**src/rtl/alu_pkg.sv**
```systemverilog
// Shared opcode encoding and arbiter state encoding for the two-port ALU arbiter.
package alu_pkg;

  localparam int unsigned DataW = 8;
  localparam int unsigned CtrlW = 4;

  localparam logic [CtrlW-1:0] OpAdd = 4'h0;
  localparam logic [CtrlW-1:0] OpSub = 4'h1;
  localparam logic [CtrlW-1:0] OpAnd = 4'h2;
  localparam logic [CtrlW-1:0] OpOr  = 4'h3;
  localparam logic [CtrlW-1:0] OpNot = 4'h4;
  localparam logic [CtrlW-1:0] OpXor = 4'h5;
  localparam logic [CtrlW-1:0] OpNor = 4'h6;
  localparam logic [CtrlW-1:0] OpShl = 4'h7;
  localparam logic [CtrlW-1:0] OpShr = 4'h8;
  localparam logic [CtrlW-1:0] OpAsr = 4'h9;
  localparam logic [CtrlW-1:0] OpRol = 4'hA;
  localparam logic [CtrlW-1:0] OpRor = 4'hB;
  localparam logic [CtrlW-1:0] OpEq  = 4'hC;
  // 4'hD..4'hF are reserved and flag an error.
  localparam logic [CtrlW-1:0] OpRsvdLo = 4'hD;

  typedef enum logic {
    StEmpty = 1'b0,
    StFull  = 1'b1
  } arb_state_e;

endpackage

```
**src/rtl/alu_core.sv**
```systemverilog
// Combinational 8-bit ALU with carry and reserved-opcode error flag.
module alu_core
  import alu_pkg::*;
(
  input  logic [CtrlW-1:0] ctrl_i,
  input  logic [DataW-1:0] x_i,
  input  logic [DataW-1:0] y_i,
  output logic [DataW-1:0] out_o,
  output logic             carry_o,
  output logic             err_o
);

  logic [DataW:0] sum;

  always_comb begin
    sum     = '0;
    out_o   = '0;
    carry_o = 1'b0;
    err_o   = 1'b0;
    case (ctrl_i)
      OpAdd: begin
        // Operands are sign-extended to 9 bits, so carry is the 9th result bit.
        sum     = {x_i[DataW-1], x_i} + {y_i[DataW-1], y_i};
        out_o   = sum[DataW-1:0];
        carry_o = sum[DataW];
      end
      OpSub: begin
        sum     = {x_i[DataW-1], x_i} - {y_i[DataW-1], y_i};
        out_o   = sum[DataW-1:0];
        carry_o = sum[DataW];
      end
      OpAnd: out_o = x_i & y_i;
      OpOr:  out_o = x_i | y_i;
      OpNot: out_o = ~x_i;
      OpXor: out_o = x_i ^ y_i;
      OpNor: out_o = ~(x_i | y_i);
      OpShl: out_o = y_i << x_i[2:0];
      OpShr: out_o = y_i >> x_i[2:0];
      OpAsr: out_o = {x_i[DataW-1], x_i[DataW-1:1]};
      OpRol: out_o = {x_i[DataW-2:0], x_i[DataW-1]};
      OpRor: out_o = {x_i[0], x_i[DataW-1:1]};
      OpEq:  out_o = (x_i == y_i) ? 8'h01 : 8'h00;
      default: err_o = 1'b1;
    endcase
  end

endmodule

```
**src/rtl/alu_arbiter.sv**
```systemverilog
// Two requesters share one ALU through a round-robin arbiter and a one-entry
// response register that supports back-to-back transfers.
module alu_arbiter
  import alu_pkg::*;
(
  input  logic             clk,
  input  logic             rst_n,
  input  logic             req0_valid,
  output logic             req0_ready,
  input  logic [CtrlW-1:0] req0_ctrl,
  input  logic [DataW-1:0] req0_x,
  input  logic [DataW-1:0] req0_y,
  input  logic             req1_valid,
  output logic             req1_ready,
  input  logic [CtrlW-1:0] req1_ctrl,
  input  logic [DataW-1:0] req1_x,
  input  logic [DataW-1:0] req1_y,
  output logic             rsp_valid,
  input  logic             rsp_ready,
  output logic             rsp_id,
  output logic [DataW-1:0] rsp_out,
  output logic             rsp_carry,
  output logic             rsp_err,
  output logic [7:0]       gnt_cnt0,
  output logic [7:0]       gnt_cnt1
);

  arb_state_e       state_q, state_d;
  logic             last_q, last_d;
  logic             id_q, id_d;
  logic [DataW-1:0] out_q, out_d;
  logic             carry_q, carry_d;
  logic             err_q, err_d;
  logic [7:0]       cnt0_q, cnt0_d;
  logic [7:0]       cnt1_q, cnt1_d;

  logic             win1, accept_ok, grant0, grant1, accept;
  logic [CtrlW-1:0] sel_ctrl;
  logic [DataW-1:0] sel_x, sel_y, alu_out;
  logic             alu_carry, alu_err;

  alu_core u_alu_core (
    .ctrl_i  (sel_ctrl),
    .x_i     (sel_x),
    .y_i     (sel_y),
    .out_o   (alu_out),
    .carry_o (alu_carry),
    .err_o   (alu_err)
  );

  always_comb begin
    // last_q == 1 means requester 1 was granted last, so requester 0 wins a tie.
    win1      = (req0_valid && req1_valid) ? ~last_q : req1_valid;
    accept_ok = (state_q == StEmpty) || rsp_ready;
    grant0    = rst_n && accept_ok && req0_valid && !win1;
    grant1    = rst_n && accept_ok && req1_valid && win1;
    accept    = grant0 || grant1;

    sel_ctrl = win1 ? req1_ctrl : req0_ctrl;
    sel_x    = win1 ? req1_x    : req0_x;
    sel_y    = win1 ? req1_y    : req0_y;

    state_d = state_q;
    last_d  = last_q;
    id_d    = id_q;
    out_d   = out_q;
    carry_d = carry_q;
    err_d   = err_q;
    cnt0_d  = cnt0_q;
    cnt1_d  = cnt1_q;

    case (state_q)
      StEmpty: if (accept) state_d = StFull;
      StFull:  if (rsp_ready && !accept) state_d = StEmpty;
      default: state_d = StEmpty;
    endcase

    if (accept) begin
      last_d  = win1;
      id_d    = win1;
      out_d   = alu_out;
      carry_d = alu_carry;
      err_d   = alu_err;
    end
    if (grant0 && (cnt0_q != 8'hFF)) cnt0_d = cnt0_q + 8'd1;
    if (grant1 && (cnt1_q != 8'hFF)) cnt1_d = cnt1_q + 8'd1;
  end

  always_ff @(posedge clk or negedge rst_n) begin
    if (!rst_n) begin
      state_q <= StEmpty;
      last_q  <= 1'b1;
      id_q    <= 1'b0;
      out_q   <= '0;
      carry_q <= 1'b0;
      err_q   <= 1'b0;
      cnt0_q  <= '0;
      cnt1_q  <= '0;
    end else begin
      state_q <= state_d;
      last_q  <= last_d;
      id_q    <= id_d;
      out_q   <= out_d;
      carry_q <= carry_d;
      err_q   <= err_d;
      cnt0_q  <= cnt0_d;
      cnt1_q  <= cnt1_d;
    end
  end

  assign req0_ready = grant0;
  assign req1_ready = grant1;
  assign rsp_valid  = (state_q == StFull);
  assign rsp_id     = id_q;
  assign rsp_out    = out_q;
  assign rsp_carry  = carry_q;
  assign rsp_err    = err_q;
  assign gnt_cnt0   = cnt0_q;
  assign gnt_cnt1   = cnt1_q;

endmodule

```
**config.mk**
```make
export PLATFORM = sky130hd
export DESIGN_NAME = alu_arbiter
export DESIGN_NICKNAME = d
export VERILOG_FILES = /design/src/rtl/alu_pkg.sv /design/src/rtl/alu_core.sv /design/src/rtl/alu_arbiter.sv
export SDC_FILE = /design/constraint.sdc
export NUM_CORES = 1
export LEC_CHECK = 0
export CORE_ASPECT_RATIO = 0.7
export CORE_MARGIN = 3
export CORE_UTILIZATION = 35
export DETAILED_ROUTE_END_ITERATION = 8
export GPL_ROUTABILITY_DRIVEN = 0
export SLEW_MARGIN = 20
export SYNTH_ARGS = -nofsm -noshare
export SYNTH_HDL_FRONTEND = slang
export SYNTH_SLANG_ARGS = --single-unit
```
**constraint.sdc**
```tcl
create_clock -name clk -period 7.41 [get_ports clk]
set_input_delay 1.482 -clock clk [delete_from_list [all_inputs] [get_ports clk]]
set_output_delay 1.482 -clock clk [all_outputs]
set_load 0.1 [all_outputs]
```
==> impl_metrics.json, run 1 <==
{
  "slew_violations": 0,
  "setup-tns-final_ns": 0,
  "synth_cells": 495,
  "reg2reg_from": "last_q",
  "fin_ws_ns": 1.84,
  "synth_area_leaders": "dfrtp_1, mux2i_1, ha_1",
  "ys_warn_count": 0,
  "drv_cap": 0,
  "min_period_over_period_pct": 75.1,
  "gr-total-overflow": 0,
  "clockPowerShare_pct": 17.0,
  "setup_viol": 0,
  "n_antenna_cell": 0,
  "total_power_mw": 1.14,
  "wl_mm": 12.7,
  "seq_power_share_pct": 21.1,
  "swShare_pct": 52.9,
  "final_area_um2": 4790,
  "cts_setup_buffers": 0,
  "postLayoutCoreUtil_pct": 45.8,
  "tightestPinTransition_ns": 0.995,
  "dieHeight_um": 93.4,
  "drc_errors": 0,
  "grt_pass1_wl_mm": 20.4,
  "worstSetupStartpointType": "primary input",
  "min_from": "rsp_id",
  "first_pass_iters": 6,
  "place_area_um2": 4650,
  "dp_hpwl_mm": 9.94,
  "end_kind": "primary output",
  "num_rows": 31,
  "antenna_found_initial": 0,
  "wl_per_cell_um": 18.4,
  "cts.clk_slew.worst_paths_ns": 0.05,
  "seqCellArea_um2": 727,
  "drt-initial-drc-count": 421,
  "layout.nets": 626,
  "cts_hold_buffers": 0,
  "cp_max_fo": 22,
  "yosysUniqueCellTypes": 71,
  "die_w_um": 131,
  "netlist_area_um2": 3820,
  "p_per_area_nw_per_um2": 238,
  "cts-root-buf": "clkbuf_16",
  "status": "completed",
  "syn_area_per_cell_um2": 7.72,
  "io_pins": 75,
  "r2r_slack_ns": 3.67,
  "clock_sinks": 29,
  "place_ws_ns": 1.83,
  "vias": 4121,
  "synth_nets": 566,
  "final_common_cell": "clkdlybuf4s50_1",
  "synthDominantCellAreaShare_pct": 18.3,
  "start_util_pct": 36.5,
  "cp.arrival_ns": 4.08,
  "yosysSeqAreaShare_pct": 19.0,
  "hold_viol_final": 0,
  "rsz0062_at_grt": "no",
  "tritoncts": "yes",
  "cts-htree-levels": 2,
  "p_int_mw": 0.537,
  "ir_drop_uv": 152,
  "final_cell_mix": "clkdlybuf4s50_1, nand2_1, mux2i_1",
  "cp-startpoint": "req0_valid",
  "multiInputGateArea_um2": 2900,
  "drtAntennaViolNets": 0,
  "ys.flop_type": "dfrtp_1",
  "clk_path_buf_depth": 2,
  "criticalPathCategory": "in2out",
  "combPwrFrac_pct": 61.8,
  "drive_gt1_share_pct": 5.23,
  "synth_enable_flop_cells": 0,
  "first_global_vias": 3883,
  "routed_via_density": 6.00,
  "yosys.area.top_type": "dfrtp_1",
  "syn_to_final_growth_pct": 25.5,
  "relSlewSlack_pct": 33.4,
  "skew_ns": 0.00530,
  "fmax_ghz": 0.180,
  "async_flop_share_pct": 100,
  "holdCritPathClass": "reg2reg",
  "ys_seq_elements": 29,
  "port_buffers": 74,
  "dieArea_um2": 12200,
  "p_leak_nw": 2.03,
  "grt_usage_pct": 20.8,
  "cp.required_ns": 5.93,
  "power_switching_mw": 0.603,
  "ctsResizeCount": 0,
  "fp.coreArea_um2": 10500,
  "clkLatencyLatePin_ns": 0.27,
  "grt_max_degree": 39,
  "cts_buffers": 5,
  "n_fill_cell": 1024,
  "period_minus_slack_ns": 5.57
}
worst max-delay path, cell delays in order:
cell	delay (ns)
clkdlybuf4s50_1	0.49
a21boi_4	0.60
and3_1	0.34
clkdlybuf4s50_1	1.16
power by group through the flow:
| stage | combinational, mW | sequential [mW] | clock (mW) |
|---|---|---|---|
| after detailed placement | 0.700 | 0.243 | 0 |
| after global routing | 0.748 | 0.248 | 0.207 |
| final | 0.705 | 0.241 | 0.194 |
| after floorplan | 0.248 | 0.507 | 0 |
| after global placement | 0.694 | 0.241 | 0 |
| after CTS | 0.701 | 0.241 | 0.198 |
per-stage QoR:
step / cells / hold WS (ns)
detailed placement: 680 / 0.470
CTS: 687 / 0.480
floorplan: 495 / 0.509
finish: 687 / 0.479
global placement: 680 / 0.465
global route: 687 / 0.511
kinds of logic after synthesis:
kind of cell | synth area share, %
fa+ha+maj | 8.91
xor+xnor | 4.13
compound gates | 24.5
buf+inv | 5.50
mux | 13.3
simple gates | 24.6
flops | 19.0
synthesized netlist by cell type (all sizes together) (7+ instances only):
library cell and n:
nor2b 7, a22oi 8, and2 9, ha 24, o21ai 26, nor3 8
o211ai 7, buf 16, a21oi 25, nor2 31, mux2 9, dfrtp 28
a31oi 9, clkbuf 10, inv 22, nand2 73, nand3 18, nand4 8
mux2i 39, xnor2 12
layer usage:
layer,global-route usage [%],vias to the layer above,part of all wire (%)
met1,31.5,1944,48
met3,3.60,18,8.5
met2,31.2,214,42
met4,3.08,0,1.3
li1,-,1945,-
met5,0,-,0
flip-flops by register name (all words and copies together), names as in the netlist:
name	count
gnt_cnt0	8
rsp_id	1
rsp_out	8
rsp_err	1
gnt_cnt1	8
last_q	1
rsp_valid	1
rsp_carry	1
layout make-up:
| class | instances | share of cell area (%) |
|---|---|---|
| clock buffers | 7 | 2.98 |
| inverters | 22 | 1.72 |
| flip-flops and latches | 29 | 15.2 |
| multi-input cells | 418 | 60.5 |
| well taps | 132 | 3.45 |
| repair buffers | 79 | 16.2 |
worst paths after layout:
kind                               endpoint  depth (start not counted)
worst max-delay path             req1_ready                          4
worst min register to register       rsp_id                          1
worst max register to register   rsp_out[6]                         14
worst min-delay path                 rsp_id                          1
min in group asynchronous       gnt_cnt0[6]                          1
max in group asynchronous            last_q                          2
(Power assumes the default switching activity.)
==> run 2, diff against run 1 <==
Clock period 7.41 ns to 5 ns, I/O delays scaled along.
==> impl_metrics.json, run 2 (same netlist as run 1, synthesis figures left out) <==
{
  "drv_cap": 0,
  "n_fill_cell": 1022,
  "grt_usage_pct": 21.8,
  "clock_sinks": 29,
  "fmax_ghz": 0.236,
  "clkLatencyLatePin_ns": 0.27,
  "fp.coreArea_um2": 10500,
  "p_per_area_nw_per_um2": 351,
  "start_util_pct": 36.5,
  "cp_max_fo": 14,
  "cts.clk_slew.worst_paths_ns": 0.05,
  "first_pass_iters": 5,
  "period_minus_slack_ns": 4.24,
  "crit_buf_inv": 2,
  "multiInputGateArea_um2": 2890,
  "skew_ns": 0.00343,
  "cts-root-buf": "clkbuf_16",
  "tightestPinTransition_ns": 0.998,
  "vias": 4161,
  "cp.required_ns": 5.16,
  "crit_path_max_incr_delay_ns": 0.58,
  "criticalPathCategory": "in2reg",
  "dieHeight_um": 93.4,
  "p_leak_nw": 2.07,
  "min_period_over_period_pct": 84.8,
  "worstSetupStartpointType": "primary input",
  "routed_via_density": 5.99,
  "crit_family": "compound AO/OA/AOI/OAI gates",
  "cp.arrival_ns": 4.40,
  "dp.cells": 688,
  "port_buffers": 74,
  "dp_hpwl_mm": 10.3,
  "wl_mm": 13.3,
  "first_global_vias": 3949,
  "cts-htree-levels": 2,
  "worstPathCellList": "clkdlybuf4s50_1 > a21bo_1 > mux2i_4 > inv_2 > ha_1 > a21o_1 > a211oi_1 > o21bai_1 > a221o_1 > o21ai_0 > nand3_1 > a22o_1",
  "ctsResizeCount": 0,
  "tritoncts": "yes",
  "final_cells": 695,
  "end_kind": "flip-flop",
  "status": "completed",
  "grt_pass1_wl_mm": 21.3,
  "wl_per_cell_um": 19.1,
  "rsz0062_at_grt": "no",
  "relSlewSlack_pct": 33.3,
  "drc_errors": 0,
  "cts_setup_buffers": 0,
  "num_rows": 31,
  "drtAntennaViolNets": 0,
  "grt_max_degree": 39,
  "layout.nets": 634,
  "drive_gt1_share_pct": 6.75,
  "io_pins": 75,
  "seqCellArea_um2": 727,
  "antenna_found_initial": 0,
  "crit_slowest_cell": "clkdlybuf4s50_1",
  "die_w_um": 131,
  "syn_to_final_growth_pct": 27.1,
  "n_antenna_cell": 0,
  "drt-initial-drc-count": 383,
  "holdCritPathClass": "reg2reg",
  "dieArea_um2": 12200,
  "final_cell_mix": "nand2_1, clkdlybuf4s50_1, mux2i_1",
  "setup_viol": 0,
  "slew_violations": 0,
  "cts_hold_buffers": 0,
  "setup-tns-final_ns": 0,
  "gr-total-overflow": 0,
  "hold_viol_final": 0,
  "clk_path_buf_depth": 2,
  "cts_buffers": 5,
  "final_common_cell": "nand2_1",
  "ir_drop_uv": 229
}
==> run 2: cell types whose count changed in the layout (fill, tap and decap cells not counted), sizes merged <==
cell,delta
buf,+10
clkdlybuf4s50,-2
==> run 2: worst reg2reg max path: cells and delay by family (launching register included) <==
family	cells	cell delay, ns
simple gates	1	0.09
buf+inv	1	0.17
mux	1	0.48
fa+ha+maj	1	0.26
flops	1	0.57
compound gates	7	1.79
==> run 2: cell type report <==
class / instances / share of cell area, %
tap: 132 / 3.40
clock buffer: 7 / 2.94
timing repair buffer: 87 / 17.4
inverter: 22 / 1.70
sequential: 29 / 15.0
multi-input combinational: 418 / 59.6
==> run 2: power by group <==
| group | total, mW | leakage [nW] | internal, mW | switching (mW) |
|---|---|---|---|---|
| Sequential | 0.356 | 0.374 | 0.294 | 0.0624 |
| Combinational | 1.06 | 1.63 | 0.313 | 0.744 |
| Clock | 0.288 | 0.0700 | 0.194 | 0.0937 |
==> run 2: path summary, 6_finish.rpt <==
check	from	to	slack [ns]	cells past startpoint
hold reg to reg	rsp_id	rsp_id	0.48	1
hold / removal	rsp_id	rsp_id	0.48	1
setup / recovery	req0_valid	rsp_out[6]	0.76	12
setup reg to reg	last_q	rsp_out[6]	1.53	11
min in group asynchronous	rst_n	gnt_cnt0[4]	1.07	1
max in group asynchronous	rst_n	last_q	3.23	2
==> run 2: per-stage QoR <==
step           hold WS [ns]  total power, mW  setup slack, ns  area [um2]  util (%)
2_1_floorplan         0.509             1.12            0.991        3820         -
3_3_place_gp          0.466             1.40            0.586        4710      45.0
3_5_place_dp          0.469             1.40            0.569        4710      45.0
4_1_cts               0.479             1.70            0.830        4850      46.3
5_1_grt               0.510             1.79            0.626        4850      46.3
6_report              0.479             1.70            0.760        4850      46.3
==> run 2: layer usage <==
metal	wire, um	GRT usage, %
met2	5450	31.2
met5	0	0
met1	6480	33.8
met3	1220	4.00
met4	133	3.85
==> run 3, diff against run 2 <==
Clock period 5 ns to 4 ns, I/O delays scaled along.
==> impl_metrics.json, run 3 (same netlist as run 1, synthesis figures left out) <==
{
  "cp.required_ns": 4.16,
  "period_minus_slack_ns": 3.70,
  "cp_max_fo": 21,
  "clock_sinks": 29,
  "min_period_over_period_pct": 92.5,
  "status": "completed",
  "drive_gt1_share_pct": 10.1,
  "first_global_vias": 4005,
  "crit_path_max_incr_delay_ns": 0.51,
  "cts.clk_slew.worst_paths_ns": 0.05,
  "relSlewSlack_pct": 33.5,
  "cts_setup_buffers": 0,
  "holdCritPathClass": "reg2reg",
  "holdPathStages": 1,
  "dp_hpwl_mm": 10.7,
  "setup-tns-final_ns": 0,
  "n_fill_cell": 1025,
  "port_buffers": 74,
  "layout.nets": 654,
  "path_common_cell": "nand2_1",
  "fp.coreArea_um2": 10500,
  "final_cell_mix": "nand2_1, clkdlybuf4s50_1, mux2i_1",
  "drt-initial-drc-count": 404,
  "clk_path_buf_depth": 2,
  "worstPathCellList": "clkdlybuf4s50_1 > a21bo_1 > buf_12 > nand2_1 > nand2_1 > ha_1 > fa_1 > o21ba_2 > o211ai_1 > a21oi_1 > a221o_1 > o21ai_0 > nand3_1 > a22o_1",
  "cp.arrival_ns": 3.86,
  "hold_viol_final": 0,
  "slew_violations": 0,
  "p_per_area_nw_per_um2": 431,
  "ir_drop_uv": 296,
  "tritoncts": "yes",
  "grt_pass1_wl_mm": 21.7,
  "skew_ns": 0.00425,
  "io_pins": 75,
  "syn_to_final_growth_pct": 32.2,
  "final_common_cell": "nand2_1",
  "end_kind": "flip-flop",
  "first_pass_iters": 6,
  "grt_max_degree": 37,
  "wl_per_cell_um": 19.1,
  "drv_cap": 0,
  "crit_family": "compound AO/OA/AOI/OAI gates",
  "gr-total-overflow": 0,
  "start_util_pct": 36.5,
  "wl_mm": 13.6,
  "dieHeight_um": 93.4,
  "cts-root-buf": "clkbuf_16",
  "clkLatencyLatePin_ns": 0.27,
  "p_leak_nw": 2.19,
  "rsz0062_at_grt": "no",
  "antenna_found_initial": 0,
  "drc_errors": 0,
  "grt_usage_pct": 22.4,
  "cts_buffers": 5,
  "worstSetupStartpointType": "primary input",
  "drtAntennaViolNets": 0,
  "fmax_ghz": 0.270,
  "reg2regPathDepth": 13,
  "crit_buf_inv": 2,
  "cts-htree-levels": 2,
  "dieArea_um2": 12200,
  "criticalPathCategory": "in2reg",
  "routed_via_density": 6.00,
  "n_antenna_cell": 0,
  "cts_hold_buffers": 0,
  "path_depth": 14,
  "ctsResizeCount": 0,
  "tightestPinTransition_ns": 0.994,
  "setup_viol": 0,
  "vias": 4293,
  "crit_slowest_cell": "clkdlybuf4s50_1",
  "num_rows": 31,
  "die_w_um": 131,
  "fin_ws_ns": 0.302,
  "place_ws_ns": 0.0765
}
run 3: cell types whose count changed in the layout (fill, tap and decap cells not counted), sizes merged:
cell  previous run  this run
buf             15        35
run 3: worst register-to-register path, cell delays in order (launching register included):
cell and delay (ns):
dfstp_2 0.57, a21boi_4 0.10, buf_4 0.22, nand2_1 0.09, nand2_1 0.10, ha_1 0.23
fa_1 0.43, o21ba_2 0.25, o211ai_1 0.19, a21oi_1 0.13, a221o_1 0.33, o21ai_0 0.08
nand3_1 0.09, a22o_1 0.20
run 3: cell type report:
class                      count  area [um2]  share of cell area (%)
inverter                      22        82.6                    1.64
multi-input combinational    418        2900                    57.4
tap                          132         165                    3.27
sequential                    29         727                    14.4
clock buffer                   7         143                    2.83
timing repair buffer         107        1030                    20.5
run 3: routing by layer:
metal,up-vias,track usage [%],part of all wire (%)
met5,-,0,0
met4,0,3.60,1.5
met3,27,5.94,9.3
met2,215,32.2,41
met1,2042,33.8,48
li1,2009,-,-
run 3: final timing paths:
check,startpoint,end,slack [ns]
setup / recovery,req1_valid,rsp_out[6],0.30
hold / removal,rsp_id,rsp_id,0.48
setup reg to reg,last_q,rsp_out[6],0.88
hold reg to reg,rsp_id,rsp_id,0.48
max in group asynchronous,rst_n,last_q,2.43
min in group asynchronous,rst_n,gnt_cnt0[2],0.86
run 3: stage by stage:
step	std cells	power, mW	area [um2]	hold slack [ns]	util [%]
after floorplan	495	1.40	3820	0.504	-
after global placement	708	1.80	4910	0.470	46.8
after detailed placement	708	1.80	4910	0.472	46.8
after CTS	715	2.18	5050	0.483	48.2
after global routing	715	2.29	5050	0.499	48.2
final	715	2.18	5050	0.484	48.2
run 3: report_power, final:
group          switching, mW  internal, mW  leakage [nW]  total (mW)
combinational          0.939         0.432          1.74        1.37
sequential            0.0779         0.367         0.374       0.445
clock                  0.117         0.243        0.0700       0.360
